==> src/rtl/stdp_lif_pair.sv <==
// Pre/post leaky integrate-and-fire neuron pair joined by one plastic synapse.
// The pre neuron drives the post neuron through the registered weight. The
// weight adapts with a pair-based STDP rule whose step halves every 4 cycles
// of spike separation.

// Single LIF neuron: leaky integrate, fire at threshold, optional refractory.
module lif_neuron #(
    parameter int WIDTH      = 8,
    parameter int THRESH     = 128,
    parameter int LEAK_SHIFT = 3,
    parameter int REFRAC     = 2
) (
    input  logic             clk,
    input  logic             rst_n,
    input  logic             ena,
    input  logic [WIDTH-1:0] cur_in,
    output logic             spike,
    output logic [WIDTH-1:0] state
);
    localparam logic [0:0] ST_INTEGRATE  = 1'b0;
    localparam logic [0:0] ST_REFRACTORY = 1'b1;

    // The counter holds the refractory cycles still to go after the current one.
    localparam int             RW       = (REFRAC > 1) ? $clog2(REFRAC) : 1;
    localparam logic [RW-1:0]  REF_LOAD = RW'((REFRAC > 0) ? REFRAC - 1 : 0);

    logic [0:0]    fsm;
    logic [RW-1:0] ref_cnt;
    logic [WIDTH:0]   sum_raw;
    logic [WIDTH-1:0] sum_sat;
    logic             fire;

    // Leak plus input, one extra bit of headroom, clamped to full scale.
    always_comb begin
        sum_raw = {1'b0, state} - {1'b0, (state >> LEAK_SHIFT)} + {1'b0, cur_in};
        sum_sat = sum_raw[WIDTH] ? '1 : sum_raw[WIDTH-1:0];
        fire    = ({1'b0, sum_sat} >= (WIDTH+1)'(THRESH));
    end

    // Neuron FSM; with ena low everything holds and the spike output reads 0.
    always_ff @(posedge clk) begin
        if (!rst_n) begin
            state   <= '0;
            spike   <= 1'b0;
            fsm     <= ST_INTEGRATE;
            ref_cnt <= '0;
        end else if (!ena) begin
            spike <= 1'b0;
        end else begin
            case (fsm)
                ST_INTEGRATE: begin
                    if (fire) begin
                        state <= '0;
                        spike <= 1'b1;
                        if (REFRAC > 0) begin
                            fsm     <= ST_REFRACTORY;
                            ref_cnt <= REF_LOAD;
                        end
                    end else begin
                        state <= sum_sat;
                        spike <= 1'b0;
                    end
                end
                default: begin
                    state <= '0;
                    spike <= 1'b0;
                    if (ref_cnt == '0) fsm <= ST_INTEGRATE;
                    else               ref_cnt <= ref_cnt - 1'b1;
                end
            endcase
        end
    end
endmodule

// Neuron pair with STDP-trained synapse.
module stdp_lif_pair #(
    parameter int WIDTH      = 8,
    parameter int THRESH     = 128,
    parameter int LEAK_SHIFT = 3,
    parameter int REFRAC     = 2,
    parameter int WINDOW     = 16,
    parameter int W_INIT     = 64,
    parameter int W_MAX      = 255,
    parameter int A_PLUS     = 8,
    parameter int A_MINUS    = 8
) (
    input  logic             clk,
    input  logic             rst_n,
    input  logic             ena,
    input  logic [WIDTH-1:0] pre_current,
    input  logic [WIDTH-1:0] post_current,
    input  logic             w_load,
    input  logic [WIDTH-1:0] w_in,
    output logic             pre_spike,
    output logic             post_spike,
    output logic             w_update,
    output logic             w_sat,
    output logic [WIDTH-1:0] pre_state,
    output logic [WIDTH-1:0] post_state,
    output logic [WIDTH-1:0] weight
);
    localparam int               DTW      = $clog2(WINDOW + 1);
    localparam logic [DTW-1:0]   WIN_V    = DTW'(WINDOW);
    localparam logic [WIDTH-1:0] W_MAX_V  = WIDTH'(W_MAX);
    localparam logic [WIDTH-1:0] A_PLUS_V = WIDTH'(A_PLUS);
    localparam logic [WIDTH-1:0] A_MIN_V  = WIDTH'(A_MINUS);
    localparam logic             SAT_INIT = (W_INIT == W_MAX) || (W_INIT == 0);

    logic [DTW-1:0]   pre_dt, post_dt;
    logic [WIDTH:0]   post_sum;
    logic [WIDTH-1:0] post_in;
    logic [WIDTH-1:0] delta_p, delta_m, pot_val, dep_val, load_val, w_next;
    logic [WIDTH:0]   pot_sum;
    logic             pot_ok, dep_ok, upd_next;

    // Post drive: external current plus the synaptic weight on a pre spike.
    always_comb begin
        post_sum = {1'b0, post_current} + {1'b0, (pre_spike ? weight : '0)};
        post_in  = post_sum[WIDTH] ? '1 : post_sum[WIDTH-1:0];
    end

    lif_neuron #(.WIDTH(WIDTH), .THRESH(THRESH), .LEAK_SHIFT(LEAK_SHIFT), .REFRAC(REFRAC))
    u_pre (
        .clk(clk), .rst_n(rst_n), .ena(ena), .cur_in(pre_current),
        .spike(pre_spike), .state(pre_state)
    );

    lif_neuron #(.WIDTH(WIDTH), .THRESH(THRESH), .LEAK_SHIFT(LEAK_SHIFT), .REFRAC(REFRAC))
    u_post (
        .clk(clk), .rst_n(rst_n), .ena(ena), .cur_in(post_in),
        .spike(post_spike), .state(post_state)
    );

    // Cycles since the last spike of each neuron, parked at WINDOW when stale.
    always_ff @(posedge clk) begin
        if (!rst_n) begin
            pre_dt  <= WIN_V;
            post_dt <= WIN_V;
        end else if (ena) begin
            pre_dt  <= pre_spike  ? '0 : ((pre_dt  >= WIN_V) ? WIN_V : pre_dt  + 1'b1);
            post_dt <= post_spike ? '0 : ((post_dt >= WIN_V) ? WIN_V : post_dt + 1'b1);
        end
    end

    // STDP rule: step size halves per 4 cycles of separation; load wins.
    always_comb begin
        delta_p  = A_PLUS_V >> (pre_dt >> 2);
        delta_m  = A_MIN_V  >> (post_dt >> 2);
        pot_ok   = post_spike && !pre_spike && (pre_dt  < WIN_V);
        dep_ok   = pre_spike  && !post_spike && (post_dt < WIN_V);
        pot_sum  = {1'b0, weight} + {1'b0, delta_p};
        pot_val  = (pot_sum > {1'b0, W_MAX_V}) ? W_MAX_V : pot_sum[WIDTH-1:0];
        dep_val  = (delta_m > weight) ? '0 : weight - delta_m;
        load_val = (w_in > W_MAX_V) ? W_MAX_V : w_in;
        w_next   = weight;
        upd_next = 1'b0;
        if (w_load) begin
            w_next = load_val;
        end else if (pot_ok) begin
            w_next   = pot_val;
            upd_next = 1'b1;
        end else if (dep_ok) begin
            w_next   = dep_val;
            upd_next = 1'b1;
        end
    end

    // Weight register with its update pulse and saturation flag.
    always_ff @(posedge clk) begin
        if (!rst_n) begin
            weight   <= WIDTH'(W_INIT);
            w_update <= 1'b0;
            w_sat    <= SAT_INIT;
        end else if (ena) begin
            weight   <= w_next;
            w_update <= upd_next;
            w_sat    <= (w_next == W_MAX_V) || (w_next == '0);
        end else begin
            w_update <= 1'b0;
        end
    end
endmodule

==> config.mk <==
export PLATFORM = sky130hd
export DESIGN_NAME = stdp_lif_pair
export DESIGN_NICKNAME = d
export VERILOG_FILES = /design/src/rtl/stdp_lif_pair.sv
export SDC_FILE = /design/constraint.sdc
export NUM_CORES = 1
export LEC_CHECK = 0
export CAP_MARGIN = 20
export CORE_MARGIN = 4
export CORE_UTILIZATION = 45
export DETAILED_ROUTE_END_ITERATION = 12
export PLACE_DENSITY = 0.68
export SLEW_MARGIN = 20
export SYNTH_ARGS = -nofsm -noshare
export SYNTH_HDL_FRONTEND = slang
export SYNTH_SLANG_ARGS = --single-unit
==> constraint.sdc <==
create_clock -name clk -period 6.95 [get_ports clk]
set_clock_uncertainty 0.15 [all_clocks]
set_input_delay 1.39 -clock clk [delete_from_list [all_inputs] [get_ports clk]]
set_output_delay 1.39 -clock clk [all_outputs]
set_load 0.05 [all_outputs]
==> results, run 1 <==
- The run finished with clean final reports.
- The first TritonRoute pass finished after 4 iterations.
- Leaving out filler cells and counting taps, the final layout contains around 600.
- The aggregate global routing overflow is 0.
- By area, the combinational part of the netlist is dominated by compound AO/OA/AOI/OAI gates.
- The sequential power share is 0.273.
- After detailed routing, the number of vias per cell comes to 5.423.
- The final max-slew violation count is 0.
- The share of the Yosys chip area taken by registers is 0.2185.
- For this run, the post-layout net count is between 500 and 600.
- The final count of hold timing violations is 0.
- The netlist area before placement is about 0.0038 mm².
- The first global-routing pass estimated between 15000 and 20000 µm of wire.
- The congestion estimate from routability-driven global placement came to a little over 0.9.
- The primary flip-flop cell chosen by synthesis mapping is dfxtp_1.
- The number of nets in the synthesized netlist is about 540.
- Of the total synthesized cell area, the portion taken by full adders, half adders and majority gates is 0.2107.
- The number of I/O port buffers is 55.
- The share of cell area taken by muxes after synthesis is 0.02374.
- Entering global routing, the biggest net connects 35 pins.
- The number of synthesized flops with an enable pin is 0.
- The power share of the clock group is 0.135.
- The tightest min-delay check is of the register to register type.
- The fraction of synthesized cell area taken by the top area cell type is 0.2185.
- In the layout the commonest cells are 58 x inv_1, 55 x clkdlybuf4s50_1, 44 x ha_1.
- The number of remaining DRC errors is 0.
- Clock tree synthesis found a total of 42 sinks.
- The average cell area after synthesis is approximately 8.4 µm².
- The deepest level of the CTS H-tree is 2.
- The aggregate global-route resource usage is 0.1818.
- Of the total power, the share spent switching nets is 0.4541.
- The compound-cell area share of the yosys netlist is 0.2140.
- Buffers added to address setup during post-CTS repair amount to 0.
- 0 antenna diodes ended up in the layout.
- The initial antenna violation count is 0.
- The cell type with the largest total area after synthesis is dfxtp_1.
- The via count of the first global-routing pass was 3270.
- The areal power density over the cells is between 200 and 300 mW/mm².
- Setup repair after global routing left no endpoint under its margin.
- The critical path in this run is classified as input pin to register.
- The relative area change from synthesis to final layout is 18.41%.
- The async set-or-reset flop fraction in the synthesized netlist is 0.
- After floorplanning, the core was divided into 33 placement rows.
- The final-report setup violation count is 0.
- The final route contains approximately 3300 vias.
- In the final layout, the share of cells above drive strength 1 is 0.05686.
- The Yosys step of the flow raised 0 warnings.
- The total area inside the core boundary comes to 0.008258 mm².
- The required time at the worst-slack endpoint is approximately 7000 ps.
- The data arrival at the endpoint of the critical path is just over 6000 ps.
- IR analysis of the VDD net gives a maximum drop of between 0.0001 and 0.00015 V.
- The floorplan step set the die height to 100.5 µm.
- Clock tree synthesis inserted a total of 5 buffers.
- The setup TNS is 0 ps.
- The full die area is between 0.01 and 0.015 mm².
- Of the total synthesized cell area, the portion taken by AND, OR, NAND and NOR gates is 0.1958.
- The number of routed nets with antenna violations is 0.
- The final routed wirelength across all metal layers is between 8000 and 9000 µm.
- The violation count after the first detailed-route iteration is between 150 and 200.
- Headroom to the max-slew limit came out at 0.5058.
- After clock tree synthesis, the flow added hold-fix buffers numbering 0.
- The worst setup path is launched from an input pin.
- The floorplan step set the die width to 100.5 µm.
- After detailed routing, the average wire length per cell comes to approximately 14 µm.
- For the pin with the worst max-slew slack, the measured transition is 739.8 ps.
- The combinational group share of total power is 0.592.
- Of the available clock period, the critical path in the final layout requires 0.8722.
- Cell internal power was estimated by the tool at around 660 µW.
- The maximum fanout count along the critical path is 7.
- The xor-xnor portion of the synthesized cell area is 0.05691.
- The count of placed standard cells including taps is 607.
- The unique cell type count in the Yosys netlist is 62.
- Across the run, the number of max-cap violations was 0.
- The number of gates resized after cts is 0.
- The root buffer selected by CTS is clkbuf_8.
- The initial standard-cell utilization of the core is 0.4659.
- The deepest clock path buffer count is 2.
- The achievable clock frequency is about 0.16 GHz.
- The clock reaches the later pin of the worst-skew pair after ~300 ps.
- In this run the power spent charging and discharging nets is approximately 550 µW.
- Counting the fill cells in the layout gives between 700 and 800.
- In the post-synthesis netlist, the biggest area contributors are dfxtp_1 22%, ha_1 14%, fa_1 6.8%.
- Leaving out fill and tap cells, the most frequent cell in the layout is inv_1.
- Synthesis inferred 42 register bits.
- The worst setup path is captured at a register.
- The clock-pin transition on the worst setup and hold timing paths is 80 ps.
- The leakage dissipation is 1.959 nW.
- The number of I/O pins is 56.
- Detailed placement ended at an HPWL of 6944 µm.
- The number of standard cells after synthesis is 458.
- The routed design could run at a clock period as short as approximately 6100 ps.
- The TritonCTS clock tree is done.
-- worst max-delay path, cell delays in order --
cell and delay [ps]:
clkdlybuf4s50_1 400, ha_1 220, fa_1 430, a21o_1 180, a21oi_1 230, o21bai_1 90, a21oi_1 260, o21bai_1 100
a21oi_1 140, buf_4 150, nand2b_1 70, fa_1 500, fa_1 480, a21o_1 220, a211o_1 280, o211ai_1 100
a21oi_1 110, xnor2_1 270, a21boi_0 170, o221a_2 300
-- power groups by stage --
stage               Clock, mW  Sequential [mW]  Combinational [mW]
finish                  0.164            0.332               0.720
global route            0.182            0.338               0.806
CTS                     0.167            0.332               0.719
detailed placement          0            0.337               0.711
global placement            0            0.336               0.704
floorplan                   0            0.401               0.467
-- layout make-up --
class	count	area, µm²	share of cell area
Clock buffer	5	68.82	0.01511
Clock inverter	3	18.77	0.004120
Inverter	58	217.7	0.04779
Multi-Input combinational cell	343	2698	0.5921
Sequential cell	42	840.8	0.1846
Tap cell	105	131.4	0.02884
Timing Repair Buffer	59	580.6	0.1274
-- synthesized netlist by cell type (7+ instances only) --
master,number
and2_1,17
fa_1,13
clkbuf_1,11
nor2_1,27
a22o_1,10
o21ai_0,23
nor3_1,10
xor2_1,8
a21oi_1,19
xnor2_1,17
ha_1,44
nor2b_1,10
nand3_1,7
inv_1,58
dfxtp_1,42
mux2i_1,8
nand2_1,30
a21o_1,7
-- layer usage --
metal,vias up,wire (µm),global-route usage
met5,-,0,0
met4,0,153,0.04974
met1,1537,4225,0.2512
li1,1705,-,-
met2,79,4066,0.2941
met3,14,335,0.02976
-- cell families (layout without fill, tap and decap cells) --
kind of cell,Yosys count,after routing
DFF,42,42
xor gates and xnor gates,25,25
and+or+nand+nor,140,140
adders and majority gates,57,57
muxes,9,9
buffers and inverters,73,125
AOI/OAI and AO/OA,112,112
-- stage by stage --
step | setup slack, ps | power [mW] | hold slack [ps] | instance area (µm²) | util
6_report | 888.5 | 1.216 | 329.6 | 4556 | 0.5517
3_5_place_dp | 608.4 | 1.048 | 312.2 | 4468 | 0.5411
2_1_floorplan | 1291 | 0.8681 | 295.8 | 3847 | -
4_1_cts | 890.2 | 1.217 | 330.3 | 4556 | 0.5517
3_3_place_gp | 708.7 | 1.040 | 300.4 | 4468 | 0.5411
5_1_grt | 514.6 | 1.327 | 366.9 | 4556 | 0.5517
-- flip-flops by register name, summed over array words and instances (netlist names) --
signal / count
post_dt: 5
u_post.fsm: 1
u_pre.state: 8
u_post.spike: 1
u_pre.spike: 1
pre_dt: 5
u_pre.fsm: 1
w_sat: 1
u_pre.ref_cnt: 1
w_update: 1
weight: 8
u_post.state: 8
u_post.ref_cnt: 1
-- final timing paths --
kind,slack (ps),startpoint,end,cells past startpoint
worst min register to register,330,w_sat$_SDFFE_PN0P_,w_sat$_SDFFE_PN0P_,2
worst max register to register,1610,u_pre.spike$_SDFF_PP0_,u_post.fsm$_SDFFE_PN0P_,20
worst max-delay path,890,post_current[0],u_post.fsm$_SDFFE_PN0P_,20
worst min-delay path,330,w_sat$_SDFFE_PN0P_,w_sat$_SDFFE_PN0P_,2
Note: power is estimated with default switching activity, not from simulation.
==> inputs of run 2 (changes only) <==
--- a/config.mk
+++ b/config.mk
@@ -5,10 +5,12 @@
 export SDC_FILE = /design/constraint.sdc
 export NUM_CORES = 1
 export LEC_CHECK = 0
+export ABC_AREA = 1
 export CAP_MARGIN = 20
 export CORE_MARGIN = 4
 export CORE_UTILIZATION = 45
 export DETAILED_ROUTE_END_ITERATION = 12
+export MAX_ROUTING_LAYER = met4
 export PLACE_DENSITY = 0.68
 export SLEW_MARGIN = 20
 export SYNTH_ARGS = -nofsm -noshare
==> run 2 against run 1 <==
Effect of this change: routed wire length rose by 14%; final cell count rose by 24%; global-route usage rose by 2.4 points; setup slack improved by 570 ps; clock power rose by 3%; sequential cell count did not move; register-to-register slack improved by 680 ps; sequential power fell by 9.9%.
==> results, run 2 <==
- The run finished with clean final reports.
- The share of synthesized area in the top cell type comes to 0.2126.
- The placed standard-cell area is 0.004586 mm².
- The critical path starts at post_current[0].
- Measured along the y axis, the die boundary spans 101.8 µm.
- The most common library cell in the layout ignoring fill and taps is nand2_1.
- At the later pin of the worst-skew pair, clock insertion delay measures approximately 300 ps.
- The total power after layout is around 1.1 mW.
- The detailed-routing iteration count for the pre-antenna-repair pass is 7.
- The TritonCTS clock tree is done.
- The classification of the worst setup path is input pin to register.
- Entering global routing, the biggest net connects 22 pins.
- The final routed wirelength across all metal layers is 10010 µm.
- The worst hold path stage count is 1.
- The combined area of the multi-input logic cells is approximately 0.0026 mm².
- Row generation in the floorplan step produced 33 rows.
- The number of hold buffers added after cts is 0.
- Using the TritonRoute via totals, the vias-per-cell ratio works out to approximately 5.2.
- In the routed design, unresolved DRC markers number 0.
- Data on the critical path is required at its endpoint by approximately 7000 ps.
- The final worst-path cycle share is 0.7901.
- The initial standard-cell utilization of the core is 0.4719.
- The highest ir drop seen on vdd is approximately 0.00013 V.
- Fill cells in the final layout number 852.
- The kind of start point of the critical path is an input pin.
- The deepest clock path buffer count is 2.
- The number of I/O pins is 56.
- The number of clock buffers added by TritonCTS is 5.
- The repair_antennas step left the layout with diodes totalling 0.
- The final max-slew violation count came to 0.
- Once the clock tree was built, the resizer swapped 0 gates to a different size.
- The sequential cells in the finished layout cover a total of around 840 µm².
- By area the synthesized netlist is led by dfxtp_1 21%, ha_1 14%, nand2_1 13%.
- The detail route stage leaves a number of antenna-violating nets equal to 0.
- The total number of nets in the final design is about 740.
- The root buffer cell chosen for the clock tree is clkbuf_8.
- The deepest level of the CTS H-tree is 2.
- Along the worst path, the maximum fanout reaches 7.
- The minimum setup slack in the final design is approximately 1500 ps.
- The total nets after synthesis is about 690.
- Sorting the synthesized cells by how often they occur yields 141 x nand2_1, 117 x inv_1, 44 x ha_1, 44 x nand3_1.
- Max-cap violations in this run came to 0.
- The reg-to-reg critical path startpoint is u_pre.spike$_SDFF_PP0_.
- Setup slack on the worst reg-to-reg path comes out at between 2000 and 2500 ps.
- The final-report setup violation count is 0.
- The worst hold path begins at u_post.fsm$_SDFFE_PN0P_.
- Synthesis produced a netlist whose cell count is 604.
- For the pin with the worst max-slew slack, the measured transition is slightly above 800 ps.
- The async set-or-reset flop fraction in the synthesized netlist is 0.
- The part of the Yosys area used for sequential elements is 0.2126.
- The placed wire-length estimate after detailed placement is ~8100 µm.
- The areal power density over the cells is 226.6 mW/mm².
- Among all flip-flop cells after synthesis, the most frequent one is dfxtp_1.
- The largest total area in the synthesized netlist belongs to dfxtp_1.
- The synthesized netlist occupies a cell area of 0.003955 mm².
- The floorplan step set the die width to 101.8 µm.
- The synthesized design contains 0 enable-type register cells.
- In this run the static leakage power is 2.332 nW.
- In the final layout, the share of cells above drive strength 1 is 0.04871.
- The average cell area after synthesis is roughly 6.5 µm².
- The routed design could run at a clock period as short as around 5500 ps.
- Leaving out fill and tap cells, the most frequent cells in the layout are 141 x nand2_1, 117 x inv_1, 55 x clkdlybuf4s50_1.
- The per-cell routed wire length is roughly 13 µm.
- The worst register-to-register path has a depth of 23.
- The largest registers in the layout are u_post.state: 8 flops, u_pre.state: 8 flops, weight: 8 flops.
- The first routing iteration left 210 violations.
- The number of storage elements in the synthesis netlist is 42.
- The number of setup buffers added after CTS is 0.
- The clock drives 42 sinks.
- The aggregate global-route resource usage is 0.2055.
- For the worst setup path, the data arrival time is around 5600 ps.
- The class of the most critical hold timing path is register to register.
- Setup repair after global routing left no endpoint under its margin.
- The destination of the worst register-to-register timing path is u_post.state[1]$_SDFFE_PN0P_.
- The via count of the routed design is between 3000 and 4000.
- The routability-driven placement congestion ratio is between 0.8 and 0.9.
- The setup TNS is 0 ps.
- The count of placed standard cells including taps is roughly 750.
- The worst slew margin relative to its limit is 0.4489.
- The end of the worst hold path is u_post.spike$_SDFF_PP0_.
- The most frequent cell after synthesis is nand2_1.
- The number of cells in the finished layout apart from fillers is 762.
- The floorplan step defined a die boundary enclosing ~0.010 mm².
- The total number of yosys warnings is 0.
- The core region is 0.008382 mm².
- Clock-pin slew was measured on the worst setup and hold paths at roughly 90 ps.
- The worst slack after detailed placement is between 1000 and 1500 ps.
- Summed over all layers, the global routing overflow is 0.
- The final count of hold timing violations is 0.
- The area of all placed cells without fillers is between 0.004 and 0.005 mm².
- The relative area change from synthesis to final layout is 18.32%.
- Based on the critical path, the design can be clocked at up to between 0.15 and 0.2 GHz.
- The number of I/O port buffers is between 50 and 60.
- The first global-routing pass estimated around 17000 µm of wire.
- The initial antenna violation count is 0.
- The unique cell type count in the Yosys netlist is 37.
- The via count of the first global-routing pass was 3688.
- The capturing element type of the critical path is a register.
==> run 2: per-layer routing <==
layer  track usage  routed length (µm)  part of all wire  vias up
li1              -                   -                 -     2041
met1        0.2650                4633              0.46     1780
met2        0.3431                4739              0.47      109
met3       0.03237                 530             0.053       12
met4       0.03885                 102             0.010        0
met5             -                   0                 0        -
==> run 2: per-stage QoR <==
stage | utilization | hold slack [ps]
floorplan | - | 251.3
global placement | 0.5471 | 258.6
detailed placement | 0.5471 | 268.6
CTS | 0.5583 | 284.6
global route | 0.5583 | 320.8
finish | 0.5583 | 270.6
==> run 2: power by group <==
group | total [mW] | internal (mW) | switching (mW)
logic | 0.592 | 0.221 | 0.371
clock network | 0.169 | 0.0726 | 0.0963
registers | 0.299 | 0.268 | 0.0316
total | 1.06 | 0.562 | 0.499
==> run 2: worst max path at each step <==
stage,endpoint,slack (ps),cells past startpoint
finish,u_post.state[1]$_SDFFE_PN0P_,1460,22
global route,u_post.state[1]$_SDFFE_PN0P_,1100,22
CTS,u_post.state[1]$_SDFFE_PN0P_,1460,22
detailed placement,u_post.state[1]$_SDFFE_PN0P_,1150,22
global placement,u_post.state[6]$_SDFFE_PN0P_,1290,22
floorplan,u_post.state[1]$_SDFFE_PN0P_,1960,21
==> run 2: area by class of cell <==
class / count / share of cell area
clock buffers: 5 / 0.01471
flip-flops and latches: 42 / 0.1797
multi-input cells: 432 / 0.5583
clock inverters: 3 / 0.005348
inverters: 120 / 0.09626
repair buffers: 55 / 0.1176
well taps: 105 / 0.02807
==> run 2: cell families after synthesis <==
logic type	after synthesis	synth area share
AO/OA/AOI/OAI	94	0.1345
XOR/XNOR	9	0.01993
adder cells (fa/ha/maj)	57	0.2050
buffers and inverters	130	0.1269
flip-flops	42	0.2126
AND/OR/NAND/NOR	272	0.3012
==> run 2: critical path, stage by stage <==
cell and delay [ps]:
clkdlybuf4s50_1 410, ha_1 230, fa_1 390, nand2_1 70, inv_1 50, nor2_1 90, o21bai_1 100, a21oi_1 140
o21ai_1 80, nand2_1 80, nand2_1 60, a21o_1 200, or2_1 230, fa_1 500, fa_1 480, a21oi_1 190
o21ai_2 90, nand4_1 90, nand3b_1 120, a21oi_2 210, nand3_2 180, o21ai_1 190
==> inputs of run 3 (changes only) <==
--- a/config.mk
+++ b/config.mk
@@ -11,7 +11,7 @@
 export CORE_UTILIZATION = 45
 export DETAILED_ROUTE_END_ITERATION = 12
 export MAX_ROUTING_LAYER = met4
-export PLACE_DENSITY = 0.68
+export PLACE_DENSITY = 0.7
 export SLEW_MARGIN = 20
 export SYNTH_ARGS = -nofsm -noshare
 export SYNTH_HDL_FRONTEND = slang
==> constraint.sdc (replaced) <==
create_clock -name clk -period 4.5 [get_ports clk]
set_clock_uncertainty 0.15 [all_clocks]
set_input_delay 0.9 -clock clk [delete_from_list [all_inputs] [get_ports clk]]
set_output_delay 0.9 -clock clk [all_outputs]
set_load 0.05 [all_outputs]
==> run 3 against run 2 <==
Effect of this change: sequential power up 52%; global-route usage rose by 0.69 points; hold slack better by 15 ps; critical path depth did not move; design area is 8.7% higher; final cell count grew 4.5%; via count rose by 3.8%; die area stayed put; core utilization up 4.8 points; clock power is 66% higher.
==> results, run 3 (synthesis results as in run 2) <==
- The number of placed instances, taps included, is between 700 and 800.
- The highest ir drop seen on vdd is between 0.00015 and 0.0002 V.
- The y dimension of the die is ~100 µm.
- The required time at the worst-slack endpoint is between 4000 and 5000 ps.
- Setup repair after global routing could not meet its margin everywhere.
- In the routed design, unresolved DRC markers number 0.
- The H-tree was split into 2 levels.
- The capturing element type of the critical path is a register.
- The largest registers in the layout are u_post.state: 8 flops, u_pre.state: 8 flops, weight: 8 flops.
- After global routing the overflow that remains totals 0.
- The minimum setup slack in the final design is 134.0 ps.
- The violation count after the first detailed-route iteration is 168.
- The number of antenna diodes in the final layout is 0.
- The placeable core region is approximately 0.0084 mm².
- The number of I/O pins is 56.
- The HPWL after detailed placement is 8183 µm.
- Using the TritonRoute via totals, the vias-per-cell ratio works out to just over 5.
- For the worst-skew pair, the clock arrives at the later sink with an insertion delay of about 310 ps.
- The first global-routing pass estimated 17320 µm of wire.
- The signal on the critical path passes through buf_6 -> ha_4 -> fa_2 -> nand2_1 -> inv_1 -> nor2_1 -> o21bai_1 -> a21oi_1 -> o21ai_1 -> nand2_1 -> nand2_2 -> a21o_1 -> or2_1 -> fa_1 -> fa_2 -> a21oi_2 -> o21ai_2 -> nand4_1 -> nand3b_1 -> a21oi_4 -> nand3_4 -> o21ai_2.
- The top cell types in the final layout, fill and taps aside, are 139 x nand2_1, 115 x inv_1, 51 x clkdlybuf4s50_1.
- The slack of the worst reg-to-reg path is between 200 and 300 ps.
- The final count of hold timing violations came to 0.
- The initial antenna violation count is 0.
- The final max-slew violation count is 0.
- The critical path is of the input pin to register type.
- The critical path's largest stage delay is 490 ps.
- The width of the die is roughly 100 µm.
- The per-cell routed wire length is between 10 and 15 µm.
- The slowest stage cell on the critical path is fa_1.
- The number of cells in the finished layout apart from fillers is 796.
- The via count of the first global-routing pass is around 3800.
- The maximum number of pins on one net before global-route repair is 22.
- The transition at the pin with the smallest max-transition slack is 813.9 ps.
- The final routed wirelength across all metal layers is between 10000 and 15000 µm.
- The switching power of the nets is just under 900 µW.
- The areal power density over the cells is 369.4 mW/mm².
- In this run the core area contains 33 standard-cell rows.
- The worst setup path is launched from an input pin.
- The worst slack after detailed placement is -662.2 ps.
- The internal power summed over all cells is 1.013 mW.
- Data arrives at the worst endpoint at between 4000 and 5000 ps.
- Routability-driven placement finished with a final weighted congestion of between 0.8 and 0.9.
- The root buffer selected by CTS is clkbuf_8.
- In the global route stage, overall resource usage came out at 0.2124.
- CTS saw 42 sinks.
- The number of hold buffers added after cts is 0.
- The maximum fanout count along the critical path is 7.
- The clock-pin transition on the worst setup and hold timing paths is 100 ps.
- The worst hold path terminates at u_post.spike$_SDFF_PP0_.
- The sequential power share is 0.242.
- For this configuration, the core starts out at a cell density of 0.4719.
- The critical path starts at post_current[0].
- The total number of nets in the final design is 775.
- The power share of the clock group is 0.149.
- From synthesis to final layout, the design area changed by 28.57%.
- The clock passes through at most 2 buffers.
- Of the total power, the share spent switching nets is 0.4604.
- The worst path needs 4366 ps of the cycle, external delays included.
- The worst hold path stage count is 1.
- The achievable clock frequency is 0.2290 GHz.
- The number of routed nets with antenna violations is 0.
- The total power after layout is 1.878 mW.
- The first detailed-routing pass took 6 iterations.
- The run finished with clean final reports.
- The tool flagged a number of max-cap violations equal to 0.
- The worst hold path begins at u_post.fsm$_SDFFE_PN0P_.
- The die covers between 0.01 and 0.015 mm².
- Summing all non-filler instances in the final layout gives an area of between 0.005 and 0.006 mm².
- The placed standard-cell area is around 0.0048 mm².
- Headroom to the max-slew limit came out at 0.4568.
- For this block, the via count after detailed routing is about 4100.
- The number of buffers added by the clock tree synthesis step is 5.
- TritonCTS built the clock tree.
- The startpoint identified for the worst register-to-register timing path is weight[0]$_SDFFE_PN0P_.
- Of the cells placed in the final design, the portion with a size suffix greater than 1 is 0.1302.
- The final-report setup violation count is 0.
- The share of total power dissipated in combinational logic is 0.608.
- Leaving out fill and tap cells, the most frequent cell in the layout is nand2_1.
- The number of I/O port buffers is 55.
- In the finished design, the share of the clock period the worst path needs comes to 0.9702.
- In this run the critical register-to-register path is captured at u_post.state[2]$_SDFFE_PN0P_.
- The leakage dissipation is ~2.5 nW.
- Counting cells, the worst reg-to-reg path comes to 23.
- The min-delay analysis places its worst path in the category register to register.
- The final cell utilization of the core is 0.6067.
[run 3: worst max-delay path by stage]
stage	to	slack (ps)
after floorplan	u_post.state[1]$_SDFFE_PN0P_	0.4
after global placement	u_post.state[2]$_SDFFE_PN0P_	-610
after detailed placement	u_post.state[0]$_SDFFE_PN0P_	-660
after CTS	u_post.state[0]$_SDFFE_PN0P_	10
after global routing	u_post.state[2]$_SDFFE_PN0P_	-150
final	u_post.state[2]$_SDFFE_PN0P_	130
[run 3: per-stage QoR]
step	TNS [ps]	hold slack, ps
2_1_floorplan	0	251.3
3_3_place_gp	-5823	251.2
3_5_place_dp	-6313	265.7
4_1_cts	0	293.2
5_1_grt	-1042	301.6
6_report	0	286.0
[run 3: worst max-delay path: cells and delay by family]
family                   cells  cell delay (ps)
buffers and inverters        2              130
AO/OA/AOI/OAI                8             1080
adder cells (fa/ha/maj)      4             1420
AND/OR/NAND/NOR              8              920
[run 3: area by class of cell]
class | instances | area (µm²)
tap | 105 | 131.4
multi-input combinational | 432 | 2756
sequential | 42 | 840.8
fill | 785 | 3297
timing repair buffer | 89 | 808.3
clock buffer | 5 | 68.82
inverter | 120 | 450.4
clock inverter | 3 | 28.78
[run 3: timing repair]
action	4_1_cts	5_1_grt
resized for setup	16	18
buffers inserted	6	1
setup endpoints to repair	10	10
pin swaps	21	23
[run 3: power groups by stage]
stage	clock, mW	sequential, mW	combinational [mW]
2_1_floorplan	0	0.554	0.592
3_3_place_gp	0	0.463	1.01
3_5_place_dp	0	0.464	1.03
4_1_cts	0.287	0.455	1.07
5_1_grt	0.302	0.461	1.26
6_report	0.281	0.455	1.14
[run 3: layer usage]
layer  track usage  share of wire
met5             -              0
met4       0.04499         0.0094
met3       0.02824          0.043
met2        0.3561           0.48
met1        0.2738           0.47
